### src/rtl/clk_ratio_meter_if.sv
// ----------------------------------------------------------------------------
// clk_ratio_meter_if
//   Signal bundle between a divided-clock source / result consumer (master)
//   and the clk_ratio_meter (slave).
//
//   div_i      master->slave  divided clock under test (asynchronous)
//   en_i       master->slave  measurement enable
//   period_o   slave->master  last measured period, in clk_i cycles
//   high_o     slave->master  last measured high time (duty build only)
//   valid_o    slave->master  one-cycle pulse when period_o/high_o update
//   locked_o   slave->master  run of identical periods seen
//   overflow_o slave->master  sticky period-counter saturation flag
//   duty_err_o slave->master  duty check failed on last measurement
//
//   WIDTH must match the WIDTH of the clk_ratio_meter it connects to.
// ----------------------------------------------------------------------------
interface clk_ratio_meter_if #(
  parameter int WIDTH = 8
);
  logic             div_i;
  logic             en_i;
  logic [WIDTH-1:0] period_o;
  logic [WIDTH-1:0] high_o;
  logic             valid_o;
  logic             locked_o;
  logic             overflow_o;
  logic             duty_err_o;

  modport master (
    output div_i, en_i,
    input  period_o, high_o, valid_o, locked_o, overflow_o, duty_err_o
  );

  modport slave (
    input  div_i, en_i,
    output period_o, high_o, valid_o, locked_o, overflow_o, duty_err_o
  );
endinterface

### src/rtl/clk_ratio_meter.sv
// ----------------------------------------------------------------------------
// clk_ratio_meter
//   Samples a slow divided clock (bus.div_i) in the clk_i domain, measures its
//   rising-edge-to-rising-edge period in clk_i cycles, pulses valid_o with each
//   new measurement and asserts locked_o after LOCK_COUNT equal periods.
//
//   Ports:
//     clk_i  measurement clock
//     rst    synchronous, active-high reset
//     bus    clk_ratio_meter_if.slave (div_i, en_i in; results out)
//
//   Optional feature, enabled by defining CLK_RATIO_DUTY_CHECK_EN:
//     high-time measurement on high_o and a duty-cycle check on duty_err_o.
//     Without the macro both outputs are tied to 0.
// ----------------------------------------------------------------------------
module clk_ratio_meter #(
  parameter int WIDTH       = 8,
  parameter int LOCK_COUNT  = 4,   // 2..15
  parameter int SYNC_STAGES = 2    // >= 2
) (
  input logic               clk_i,
  input logic               rst,
  clk_ratio_meter_if.slave  bus
);

  localparam logic [WIDTH-1:0] CNT_MAX  = {WIDTH{1'b1}};
  localparam logic [WIDTH-1:0] CNT_ONE  = WIDTH'(1);
  localparam logic [3:0]       LOCK_CNT = 4'(LOCK_COUNT);

  typedef enum logic [1:0] {IDLE, ARM, MEASURE, LOCKED} state_t;

  state_t                 state_q, state_d;
  logic [SYNC_STAGES-1:0] sync_q;
  logic                   p_q;
  logic                   s;
  logic                   rise, fall;
  logic [WIDTH-1:0]       cnt_q, cnt_d;
  logic [WIDTH-1:0]       period_q, period_d;
  logic [3:0]             match_q, match_d;
  logic                   valid_q, valid_d;
  logic                   locked_q, locked_d;
  logic                   overflow_q, overflow_d;
  logic                   meas;   // a period measurement is taken this cycle

  // --------------------------------------------------------------------------
  // Input conditioning: synchronizer plus one history flop for edge detect.
  // NOTE: the synchronizer flops are reset along with everything else so that
  // no spurious edge is seen on the first cycles after reset.
  // --------------------------------------------------------------------------
  always_ff @(posedge clk_i) begin
    if (rst) begin
      sync_q <= '0;
      p_q    <= 1'b0;
    end else begin
      sync_q <= {sync_q[SYNC_STAGES-2:0], bus.div_i};
      p_q    <= s;
    end
  end

  assign s    = sync_q[SYNC_STAGES-1];
  assign rise = s & ~p_q;
  assign fall = ~s & p_q;

  // --------------------------------------------------------------------------
  // State and measurement registers.
  // NOTE: sequential state uses non-blocking assignments so every register
  // samples the pre-edge values regardless of statement order.
  // --------------------------------------------------------------------------
  always_ff @(posedge clk_i) begin
    if (rst) begin
      state_q    <= IDLE;
      cnt_q      <= '0;
      period_q   <= '0;
      match_q    <= '0;
      valid_q    <= 1'b0;
      locked_q   <= 1'b0;
      overflow_q <= 1'b0;
    end else begin
      state_q    <= state_d;
      cnt_q      <= cnt_d;
      period_q   <= period_d;
      match_q    <= match_d;
      valid_q    <= valid_d;
      locked_q   <= locked_d;
      overflow_q <= overflow_d;
    end
  end

  // --------------------------------------------------------------------------
  // Next-state logic.
  // NOTE: every variable gets a default first so no path leaves one
  // unassigned, which would otherwise infer a latch.
  // --------------------------------------------------------------------------
  always_comb begin
    state_d    = state_q;
    cnt_d      = cnt_q;
    period_d   = period_q;
    match_d    = match_q;
    valid_d    = 1'b0;
    locked_d   = locked_q;
    overflow_d = overflow_q;
    meas       = 1'b0;

    if (!bus.en_i) begin
      // Disable wins over a coincident rise: no measurement is reported.
      state_d  = IDLE;
      locked_d = 1'b0;
      match_d  = '0;
    end else begin
      unique case (state_q)
        IDLE: begin
          state_d    = ARM;
          overflow_d = 1'b0;
          locked_d   = 1'b0;
        end
        ARM: begin
          if (rise) begin
            cnt_d   = CNT_ONE;
            match_d = '0;      // marks the next measurement as the first one
            state_d = MEASURE;
          end
        end
        MEASURE, LOCKED: begin
          if (rise) begin
            // A rise on the saturating cycle is still a valid measurement.
            meas     = 1'b1;
            period_d = cnt_q;
            valid_d  = 1'b1;
            cnt_d    = CNT_ONE;
            if (match_q != '0 && cnt_q == period_q)
              match_d = (match_q >= LOCK_CNT) ? LOCK_CNT : match_q + 4'd1;
            else
              match_d = 4'd1;
            locked_d = (match_d >= LOCK_CNT);
            state_d  = locked_d ? LOCKED : MEASURE;
          end else if (cnt_q == CNT_MAX) begin
            // Period too long to measure: drop it and re-arm.
            overflow_d = 1'b1;
            locked_d   = 1'b0;
            match_d    = '0;
            state_d    = ARM;
          end else begin
            cnt_d = cnt_q + CNT_ONE;
          end
        end
        default: state_d = IDLE;
      endcase
    end
  end

  assign bus.period_o   = period_q;
  assign bus.valid_o    = valid_q;
  assign bus.locked_o   = locked_q;
  assign bus.overflow_o = overflow_q;

`ifdef CLK_RATIO_DUTY_CHECK_EN
  // --------------------------------------------------------------------------
  // High-time measurement and duty check. The high time captured on the fall
  // is published together with the period on the following rise.
  // --------------------------------------------------------------------------
  logic [WIDTH-1:0] hcnt_q, hcap_q, high_q;
  logic             derr_q;
  logic [WIDTH+1:0] twice_high, period_ext, diff;
  logic             derr_d;

  always_comb begin
    twice_high = {1'b0, hcap_q, 1'b0};
    period_ext = {2'b00, cnt_q};
    diff       = (twice_high >= period_ext) ? twice_high - period_ext
                                            : period_ext - twice_high;
    // An odd period cannot split evenly, so one cycle of imbalance is allowed.
    derr_d     = (diff > {{(WIDTH+1){1'b0}}, cnt_q[0]});
  end

  always_ff @(posedge clk_i) begin
    if (rst) begin
      hcnt_q <= '0;
      hcap_q <= '0;
      high_q <= '0;
      derr_q <= 1'b0;
    end else begin
      if (rise)
        hcnt_q <= CNT_ONE;
      else if (s && hcnt_q != CNT_MAX)
        hcnt_q <= hcnt_q + CNT_ONE;
      if (fall)
        hcap_q <= hcnt_q;
      if (meas) begin
        high_q <= hcap_q;
        derr_q <= derr_d;
      end
    end
  end

  assign bus.high_o     = high_q;
  assign bus.duty_err_o = derr_q;
`else
  logic unused_duty;
  assign unused_duty    = meas ^ fall;
  assign bus.high_o     = '0;
  assign bus.duty_err_o = 1'b0;
`endif

endmodule

### src/flat_wrapper.sv
// flat-port wrapper written by rule: the top's interface ports become plain ports
module clk_ratio_meter_flat 
#(
  parameter int WIDTH       = 8,
  parameter int LOCK_COUNT  = 4,           
  parameter int SYNC_STAGES = 2           
)
  (clk_i, rst, bus_div_i, bus_en_i, bus_period_o, bus_high_o, bus_valid_o, bus_locked_o, bus_overflow_o, bus_duty_err_o);
  clk_ratio_meter_if #(.WIDTH(WIDTH)) bus_i ();
  input logic clk_i;
  input logic rst;
  input wire logic [$bits(bus_i.div_i)-1:0] bus_div_i;
  input wire logic [$bits(bus_i.en_i)-1:0] bus_en_i;
  output wire logic [$bits(bus_i.period_o)-1:0] bus_period_o;
  output wire logic [$bits(bus_i.high_o)-1:0] bus_high_o;
  output wire logic [$bits(bus_i.valid_o)-1:0] bus_valid_o;
  output wire logic [$bits(bus_i.locked_o)-1:0] bus_locked_o;
  output wire logic [$bits(bus_i.overflow_o)-1:0] bus_overflow_o;
  output wire logic [$bits(bus_i.duty_err_o)-1:0] bus_duty_err_o;
  assign bus_i.div_i = bus_div_i;
  assign bus_i.en_i = bus_en_i;
  assign bus_period_o = bus_i.period_o;
  assign bus_high_o = bus_i.high_o;
  assign bus_valid_o = bus_i.valid_o;
  assign bus_locked_o = bus_i.locked_o;
  assign bus_overflow_o = bus_i.overflow_o;
  assign bus_duty_err_o = bus_i.duty_err_o;
  clk_ratio_meter #(.WIDTH(WIDTH), .LOCK_COUNT(LOCK_COUNT), .SYNC_STAGES(SYNC_STAGES)) u_core (.clk_i(clk_i), .rst(rst), .bus(bus_i));
endmodule
### config.mk
export PLATFORM = sky130hd
export DESIGN_NAME = clk_ratio_meter_flat
export DESIGN_NICKNAME = d
export VERILOG_FILES = /design/src/rtl/clk_ratio_meter_if.sv /design/src/rtl/clk_ratio_meter.sv /design/src/flat_wrapper.sv
export SDC_FILE = /design/constraint.sdc
export NUM_CORES = 1
export LEC_CHECK = 0
export ABC_AREA = 1
export BUFFER_PORTS_ARGS = -buffer_cell sky130_fd_sc_hd__buf_2
export CAP_MARGIN = 20
export CORE_MARGIN = 1.5
export CORE_UTILIZATION = 60
export DETAILED_ROUTE_END_ITERATION = 8
export GPL_TIMING_DRIVEN = 0
export PLACE_DENSITY = 0.84
export SLEW_MARGIN = 10
export SYNTH_ARGS = -nofsm -noshare
export SYNTH_HDL_FRONTEND = slang
export SYNTH_SLANG_ARGS = --single-unit
export TNS_END_PERCENT = 1
### constraint.sdc
create_clock -name clk_i -period 2.2 [get_ports clk_i]
set_input_delay 0.44 -clock clk_i [delete_from_list [all_inputs] [get_ports clk_i]]
set_output_delay 0.44 -clock clk_i [all_outputs]
set_load 0.1 [all_outputs]
## Word-level counts from Yosys, hierarchy flattened

Index checks and enable logic that the tools add are counted.

| word-level totals | value |
|---|---|
| register bits after elaboration | 28 |
| word-level logic and storage cells | 66 |

| operators by class | value |
|---|---|
| add/sub/neg operators | 2 |
| magnitude comparators | 2 |
| equality and inequality tests | 10 |
| mux-type cells | 25 |
| bitwise logic cells | 4 |
| reduce and logical (&&, ||, !) cells | 14 |

Operators by type and width:

| operator | count |
|---|---|
| 4-bit two-way mux | 8 |
| 8-bit two-way mux | 3 |
| 8-bit one-hot mux with 2 select lines | 1 |
| 8-bit by 1-bit adder with 8-bit output (second input constant) | 1 |
| 8-bit equality test | 1 |
| 8-bit equality test (second input constant) | 1 |
| 4-bit by 3-bit greater-or-equal comparator with 1-bit output (second input constant) | 2 |
| 4-bit one-hot mux with 2 select lines | 1 |
| 4-bit AND reduction | 2 |
| 1-bit two-way mux | 6 |
| 2-bit two-way mux | 3 |
| 2-bit one-hot mux with 3 select lines | 1 |
| 3-bit AND reduction | 2 |
| 4-bit by 1-bit adder with 4-bit output (second input constant) | 1 |
| 2-bit equality test (second input constant) | 2 |
| 2-bit by 1-bit inequality test with 1-bit output (second input constant) | 2 |
| 1-bit one-hot mux with 2 select lines | 2 |
| 2-bit AND reduction | 2 |
| 2-bit nonzero test | 2 |
| 4-bit nonzero test | 1 |
| 2-bit OR reduction | 2 |
| 3-bit by 1-bit inequality test with 1-bit output (second input constant) | 1 |
| 3-bit by 2-bit inequality test with 1-bit output (second input constant) | 1 |
| 1-bit inverter | 3 |
| other kinds (6) | 6 |

## Depth between registers and ports, before layout

Gate-level depths: netlist of run 1.

| depth | value |
|---|---|
| word-level depth | 10 |
| mapped depth | 13 |
| gate-level depth less buffers | 13 |

## Least setup slack after synthesis of run 1

No wires, ideal clock.

| path | value |
|---|---|
| path type | register -> register |
| from | register u_core.period_q[1], in the netlist u_core.bus.period_o[1] |
| to | register u_core.match_q[0] |
| arrival | 1.650 ns |
| setup slack | 0.438 ns |
| stages on the path, launching flop included | 8 |
| buffers on the path | 0 |
| period minus slack after synthesis | 1.762 ns |
| cell sequence | dfxtp_1 xnor2_1 nand2_1 nor2_1 and2_1 o21ai_0 nand2_1 nand2_1 |

| between the ends | value |
|---|---|
| word-level cells in the longest chain between the ends | 8 |

RTL lines:

| element | RTL line | text |
|---|---|---|
| start, declared | clk_ratio_meter.sv:38 | `logic [WIDTH-1:0] period_q, period_d;` |
| start signal, assigned | clk_ratio_meter.sv:81 | `period_q <= period_d;` |
| 8-bit equality test | clk_ratio_meter.sv:130 | `if (match_q != '0 && cnt_q == period_q)` |
| 1-bit logical AND | clk_ratio_meter.sv:130 |  |
| 4-bit two-way mux | clk_ratio_meter.sv:130 |  |
| 4-bit two-way mux | clk_ratio_meter.sv:124 | `if (rise) begin` |
| 4-bit two-way mux | clk_ratio_meter.sv:110 | `unique case (state_q)` |
| 4-bit two-way mux | clk_ratio_meter.sv:104 | `if (!bus.en_i) begin` |
| 4-bit two-way mux | clk_ratio_meter.sv:124 |  |
| 4-bit one-hot mux with 2 select lines | clk_ratio_meter.sv:110 |  |
| end signal, assigned | clk_ratio_meter.sv:82 | `match_q <= match_d;` |
| end, declared | clk_ratio_meter.sv:39 | `logic [3:0] match_q, match_d;` |

Every way passes these cells. The select of a mux whose other input is x is not followed.
A chain may end at the register's enable or synchronous reset.

## Worst setup path in the final report of run 1

| path | value |
|---|---|
| from | register u_core.cnt_q[0] |
| to | register u_core.cnt_q[1] |

| between the ends | value |
|---|---|
| word-level cells in the longest chain between the ends | 4 |

RTL lines:

| element | RTL line | text |
|---|---|---|
| start, declared | clk_ratio_meter.sv:37 | `logic [WIDTH-1:0] cnt_q, cnt_d;` |
| start signal, assigned | clk_ratio_meter.sv:80 | `cnt_q <= cnt_d;` |
| 8-bit by 1-bit adder with 8-bit output | clk_ratio_meter.sv:143 | `cnt_d = cnt_q + CNT_ONE;` |
| 8-bit two-way mux | clk_ratio_meter.sv:136 | `end else if (cnt_q == CNT_MAX) begin` |
| 8-bit two-way mux | clk_ratio_meter.sv:124 |  |
| 8-bit one-hot mux with 2 select lines | clk_ratio_meter.sv:110 |  |

Parallel ways exist; a longest one is shown, timed or not. The select of a mux whose other input is x is not followed.

==> results of run 1 <==
cells by family after synthesis:
kind of cell / count (synthesis) / share of synthesized area (%)
other cells: 1 / 0.247
xor+xnor: 7 / 4.03
compound gates: 36 / 12.8
simple gates: 87 / 28.6
buf+inv: 49 / 15.0
flops: 28 / 36.9
fa+ha+maj: 3 / 2.47
per-stage QoR:
stage               setup WS (ns)  total power, uW  util, %  std cells
floorplan                   0.438              661        -        219
global placement            0.628              673     68.0        262
detailed placement          0.592              675     68.0        262
CTS                         0.560              922     69.4        266
global route                0.398              953     69.4        266
finish                      0.540              912     69.4        266
path summary, 6_finish.rpt:
| kind | startpoint | end | cells after the start |
|---|---|---|---|
| setup / recovery | u_core.cnt_q[0] | u_core.cnt_q[1] | 12 |
| hold / removal | bus_div_i | u_core.sync_q[0] | 3 |
| setup reg to reg | u_core.cnt_q[0] | u_core.cnt_q[1] | 12 |
| hold reg to reg | u_core.sync_q[0] | u_core.sync_q[1] | 2 |
worst reg2reg max path: stages, from the launching register on:
cell     delay [ns]
dfxtp_1        0.47
ha_1           0.24
nand2_1        0.09
inv_2          0.08
nand2_2        0.07
nor2_4         0.11
nand2_4        0.08
nand2_4        0.08
nand2_4        0.08
nand2_8        0.10
inv_2          0.06
nand3_1        0.07
o21ai_1        0.06
cell type report:
type | count | area, um2 | share of cell area [%]
clock buffers | 4 | 36.3 | 2.15
plain buffers | 12 | 87.6 | 5.19
well taps | 30 | 37.5 | 2.22
repair buffers | 13 | 65.1 | 3.85
flip-flops and latches | 28 | 561 | 33.2
multi-input cells | 142 | 762 | 45.1
inverters | 37 | 140 | 8.30
registers in the layout, summed over array words and instances (netlist names):
signal                 count
u_core.bus.locked_o        1
u_core.bus.overflow_o      1
u_core.bus.period_o        8
u_core.bus.valid_o         1
u_core.cnt_q               8
u_core.match_q             4
u_core.p_q                 1
u_core.state_q             2
u_core.sync_q              2
where the power goes:
part	internal [uW]	switching, uW	leakage, uW
sequential	514	3.66	0.000227
clock	101	147	0.0000210
combinational	29.0	118	0.000582
total	644	268	0.000830
layer usage:
metal,vias up,track usage (%)
li1,692,-
met1,595,32.9
met2,23,37.2
met3,2,2.82
met4,0,7.69
met5,-,0
cell usage after synthesis (all sizes together):
master,number,area (um2)
o21ai,16,80.1
nand3,13,77.6
clkinv,1,5.00
a21oi,20,115
nor2,23,104
inv,36,135
ha,3,37.5
conb,1,3.75
or2,1,6.26
nand2,46,221
and2,1,6.26
xnor2,7,61.3
nand4,1,6.26
clkbuf,1,3.75
nor4,2,12.5
buf,11,83.8
dfxtp,28,561
==> summary by stage, run 1 <==
Routing
In this run the top signal layer used is met4. The routed wire length is 2860 um. The DRC violation count after routing is 0. The number of antenna-violating nets in the routed design is 0.

The routed wirelength normalized by instance count is 10.8 um. The via-per-instance ratio is 4.93. The detailed-router iteration count before antenna repair is 4. Across all layers, the routed design uses 1312 vias. The initial DRC count is 26. The met2 routed wirelength is 1330 um. For this block, wires on met1 add up to 1430 um.

Wire segments on met3 add up to 82 um in the final route.

Finish
In the layout the commonest cells are 38 x nand2_1, 32 x inv_1, 28 x dfxtp_1. The library cell used most frequently in the layout, excluding fill and tap cells, is nand2_1. The count of filler cells inserted in the layout is 232. The finished cells cover 1690 um2. The number of antenna diodes in the final layout is 0. In the final layout, the share of cells above drive strength 1 is 22.0%. Relative to the synthesized area, the layout overhead comes to 11.1%. At the end of the flow, the number of nets in the layout was 244.

Placed design
The congestion estimate from routability-driven global placement came to 0.868. In this run the cell area measured after placement is 1650 um2. Port buffering added 13 buffers. The half-perimeter wire length after detailed placement is 2210 um.

Global routing
The overflow left after global routing is 0. The maximum number of pins on one net before global-route repair is 16. The first global-routing pass estimated 4950 um of wire.

Across every metal layer, demand over resource in global routing totals 23.6%. The number of antenna violations at the first check in global routing is 0. The via count of the first global-routing pass is 1171.

Logic synthesis
The synthesized area per cell is 7.20 um2. Summing every instance area after synthesis gives 1520 um2. The count of cell types in the netlist is 28. The post-synthesis instance total is 211.

The synthesized flop and latch total is 28. Of the synthesized area, sequential elements account for 36.9%. The Yosys step of the flow raised 0 warnings.

Clock network
The clock transition at the registers of the reported paths is 0.14 ns. The post-CTS setup buffer count is 0. In this run the number of H-tree levels came out at 1.

The later-pin clock latency in the skew report is 0.32 ns. TritonCTS created 3 clock buffers. CTS placed an instance of clkbuf_4 at the clock tree root. The number of gates resized after cts is 0.

The clock tree from TritonCTS is done. In this run the deepest clock path goes through 2 buffers. The TritonCTS sink count is 28.

Hold repair after CTS inserted 0 buffers.

Timing
Between clock sinks in the finished design, the worst skew comes to 0.00331 ns. Setup repair after global routing left no endpoint under its margin. Timing would allow up to 602 MHz. The final hold slack is 0.309 ns. The max-slew violation count is 0. For the final routed database, the setup TNS stands at 0 ns.

The hold violation total from the final report is 0. The number of setup violations in the final report is 0. In the finished design, the share of the clock period the worst path needs comes to 75.5%.

The final period demand of the worst path is 1.66 ns.

Die
In this run the vertical extent of the chip is 53.3 um. The chip width is 53.3 um. The top-level port count is 24. The floorplan has 18 rows. The die covers 2840 um2.

The total area inside the core boundary comes to 2430 um2. The starting utilization of the core area is 62.5%.

Pwr
IR analysis of the VDD net gives a maximum drop of 0.423 mV. The power per cell area is 540 nW/um2. The reported leakage power is 0.000830 uW.

Setup path
The cell with the most instances on the worst path is nand2_4. Of all nets on the critical path, the largest fanout is 8. The combined buffer and inverter count along the critical path is 2. Among all stages on the critical path, the largest delay is contributed by dfxtp_1. The critical path start-end classification is reg -> reg.

In this run the register-to-register setup slack is 0.54 ns. The critical path goes through ha_1 > nand2_1 > inv_2 > nand2_2 > nor2_4 > nand2_4 > nand2_4 > nand2_4 > nand2_8 > inv_2 > nand3_1 > o21ai_1. The largest single stage delay on the critical path is 0.47 ns. Grouping stages by cell kind, the critical path spends the most delay in simple AND/OR/NAND/NOR gates. For the worst setup path, the data required time is 2.43 ns. The endpoint type of the worst setup path is a register. The signal arrival time at the worst endpoint is 1.89 ns. The launching element type of the critical path is a register.

Run status
The run finished with clean final reports.

Flow run
Across the run, the number of max-cap violations was 0.

Min path
The kind of path behind the tightest hold check is in -> reg.
Power figures use the tool's default switching activity.
==> run 2, diff against run 1 <==
--- a/config.mk
+++ b/config.mk
@@ -9,10 +9,10 @@
 export BUFFER_PORTS_ARGS = -buffer_cell sky130_fd_sc_hd__buf_2
 export CAP_MARGIN = 20
 export CORE_MARGIN = 1.5
-export CORE_UTILIZATION = 60
+export CORE_UTILIZATION = 55
 export DETAILED_ROUTE_END_ITERATION = 8
 export GPL_TIMING_DRIVEN = 0
-export PLACE_DENSITY = 0.84
+export PLACE_DENSITY = 0.78
 export SLEW_MARGIN = 10
 export SYNTH_ARGS = -nofsm -noshare
 export SYNTH_HDL_FRONTEND = slang
==> constraint.sdc (replaced) <==
create_clock -name clk_i -period 1.6 [get_ports clk_i]
set_input_delay 0.32 -clock clk_i [delete_from_list [all_inputs] [get_ports clk_i]]
set_output_delay 0.32 -clock clk_i [all_outputs]
set_load 0.1 [all_outputs]
==> summary by stage, run 2 (same netlist as run 1, synthesis figures left out) <==
Pwr
The power per cell area is 721 nW/um2 (+33%). The power after layout is 1260 uW (+38%). The reported leakage power is 0.000846 uW (+1.9%). The maximum ir drop on the vdd rail is 0.503 mV (+19%).

Setup path
The required arrival time at the worst endpoint is 1.89 ns (-0.54 ns). The capture point of the worst path is u_core.cnt_q[6]. The number of cells on the critical path is 13 (+1). The combined buffer and inverter count along the critical path is 2 (unchanged). The depth of the worst register-to-register path is 13 (+1). Grouping stages by cell kind, the critical path spends the most delay in simple AND/OR/NAND/NOR gates. The worst setup path is captured at a register. The timing startpoint of the critical path is u_core.cnt_q[0]. STA classifies the critical path startpoint as a register. The maximum single-stage delay on the critical path is 0.41 ns (-0.06 ns).

The critical path is of the reg -> reg type. The slowest library cell on the worst path is dfxtp_4. The reg-to-reg setup timing slack is 0.08 ns (-0.46 ns). The signal arrival time at the worst endpoint was 1.80 ns (-0.09 ns). Traced cell by cell, the critical path runs through ha_4 > nand2_1 > inv_2 > nand2_2 > nor2_4 > nand2_4 > nand2_4 > nand2_4 > nand2_8 > nand2_2 > nand2_1 > nand2_1 > inv_1. The capture point of the worst reg-to-reg path is u_core.cnt_q[6]. The maximum fanout along the worst path is 8 (unchanged). The worst register-to-register path begins at u_core.cnt_q[0].

Routing
The routed wire length came to 2900 um (+1.5%). The number of vias in the routed layout is 1307 (-0.38%). The DRC violation count after routing was 0 (unchanged). The detailed-router iteration count before antenna repair is 4 (unchanged). The via-per-instance ratio is 4.86 (-1.5%). The initial DRC count is 37 (+42%). The routed wirelength normalized by instance count was 10.8 um (+0.41%). The number of antenna-violating nets in the routed design is 0 (unchanged).

Die
The placement row count is 18 (unchanged). The chip width is 55.6 um (+4.2%). The die footprint is 3090 um2 (+8.6%). The starting utilization of the core area came to 59.7% (-2.8 points). The placeable core region is 2540 um2 (+4.6%). The die height is 55.6 um (+4.2%). The top-level port count is 24 (unchanged).

Clock network
The CTS buffer count is 3 (unchanged). TritonCTS built the clock tree. In this run the clock root is driven by a clkbuf_4.

The maximum clock insertion buffer count is 2 (unchanged). The clock transition at the registers of the reported paths is 0.15 ns (about the same). The H-tree level count is 1 (unchanged). The later-pin clock latency in the skew report is 0.33 ns (about the same). The TritonCTS sink count was 28 (unchanged). The cts-stage hold buffer count is 0 (unchanged).

Timing
The setup skew after layout is 0.00827 ns (+0.00496 ns). The share of the clock period used by the worst path after layout is 94.9% (+19 points). The number of setup violations in the final report came to 0 (unchanged).

The hold violation total from the final report came to 0 (unchanged). The setup slack of the critical path after layout is 0.0819 ns (-0.458 ns). The max-slew violation count was 0 (unchanged). The maximum clock frequency is 659 MHz (+9.4%). The final period demand of the worst path is 1.52 ns (-0.142 ns). The final hold slack came to 0.168 ns (-0.140 ns).

Global routing
The via count of the first global-routing pass is 1053 (-10%). The number of antenna violations at the first check in global routing is 0 (unchanged). The maximum number of pins on one net before global-route repair was 16 (unchanged). The wire length of the first global-routing pass is 4610 um (-7.0%). The global routing usage summed across all routing layers is 18.5% (-5.1 points). The overflow left after global routing is 0 (unchanged).

Placed design
The last weighted congestion value of the routability-driven placer was 0.892 (+2.8%). The pre-CTS setup slack is 0.0540 ns (-0.538 ns). The number of input and output port buffers inserted is 13 (unchanged). The number of placed instances, taps included is 262 (unchanged). The half-perimeter wire length after detailed placement is 2170 um (-1.9%).

Min path
The kind of path behind the tightest hold check is in -> reg.

Finish
In the layout the commonest cells are 38 x nand2_1, 32 x inv_1, 18 x nor2_1, 18 x dfxtp_1, 15 x a21oi_1. The antenna diode count was 0 (unchanged). The number of non-filler instances in the completed layout is 269 (+1.1%).

The fraction of layout instances using a drive strength above 1 is 28.0% (+6.0 points). The post-layout net count came to 247 (+1.2%). The area growth from synthesis to layout is 15.1%. Leaving out fill and tap cells, the most frequent cell in the layout is nand2_1.

Run status
The run finished with clean final reports.

Flow run
The number of max-cap violations is 0 (unchanged).
## run 2: changes by cell type in the layout (fill, tap and decap cells not counted), sizes merged
| cell | previous run | this run |
|---|---|---|
| buf | 24 | 27 |
## run 2: what timing repair did
action,CTS,global route
setup endpoints to repair,0,14
gates resized for setup,0,9
hold endpoints to repair,0,0
buffers inserted,0,3
## run 2: worst min-delay path by stage
stage / from / end / slack (ns) / cells after the start
floorplan: u_core.sync_q[0] / u_core.sync_q[1] / 0.39 / 2
global placement: u_core.sync_q[0] / u_core.sync_q[1] / 0.40 / 2
detailed placement: u_core.sync_q[0] / u_core.sync_q[1] / 0.40 / 2
CTS: bus_div_i / u_core.sync_q[0] / 0.16 / 3
global route: bus_div_i / u_core.sync_q[0] / 0.17 / 3
finish: bus_div_i / u_core.sync_q[0] / 0.17 / 3
## run 2: power breakdown
| part | leakage (uW) | internal (uW) | total, uW | switching, uW |
|---|---|---|---|---|
| combinational | 0.000592 | 41.2 | 205 | 164 |
| clock | 0.0000210 | 139 | 348 | 209 |
| sequential | 0.000232 | 703 | 708 | 4.71 |
| total | 0.000846 | 883 | 1260 | 378 |
## run 2: metrics by stage
stage / setup TNS (ns) / cell area, um2 / util, %
6_report: 0 / 1750 / 68.8
5_1_grt: -0.0201 / 1750 / 68.8
4_1_cts: 0 / 1700 / 66.8
3_5_place_dp: 0 / 1660 / 65.3
3_3_place_gp: 0 / 1660 / 65.3
2_1_floorplan: 0 / 1560 / -
## run 2: area by class of cell
cell class / count / area (um2)
timing repair buffer: 16 / 87.6
sequential: 28 / 578
fill: 223 / 795
buffer: 12 / 87.6
tap: 30 / 37.5
multi-input combinational: 142 / 783
inverter: 37 / 140
clock buffer: 4 / 36.3
## run 2: worst register-to-register path, stage by stage, from the launching register on
cell     delay [ns]
dfxtp_4        0.41
ha_4           0.14
nand2_1        0.07
inv_2          0.08
nand2_2        0.07
nor2_4         0.14
nand2_4        0.08
nand2_4        0.07
nand2_4        0.08
nand2_8        0.09
nand2_2        0.08
nand2_1        0.07
nand2_1        0.05
inv_1          0.04
## run 2: layer usage
| layer | global-route usage, % | share of wire (%) | vias up |
|---|---|---|---|
| met3 | 2.09 | 4.6 | 4 |
| met2 | 28.1 | 45 | 29 |
| met5 | 0 | 0 | - |
| met1 | 26.2 | 49 | 580 |
| li1 | - | - | 694 |
| met4 | 8.36 | 1.4 | 0 |
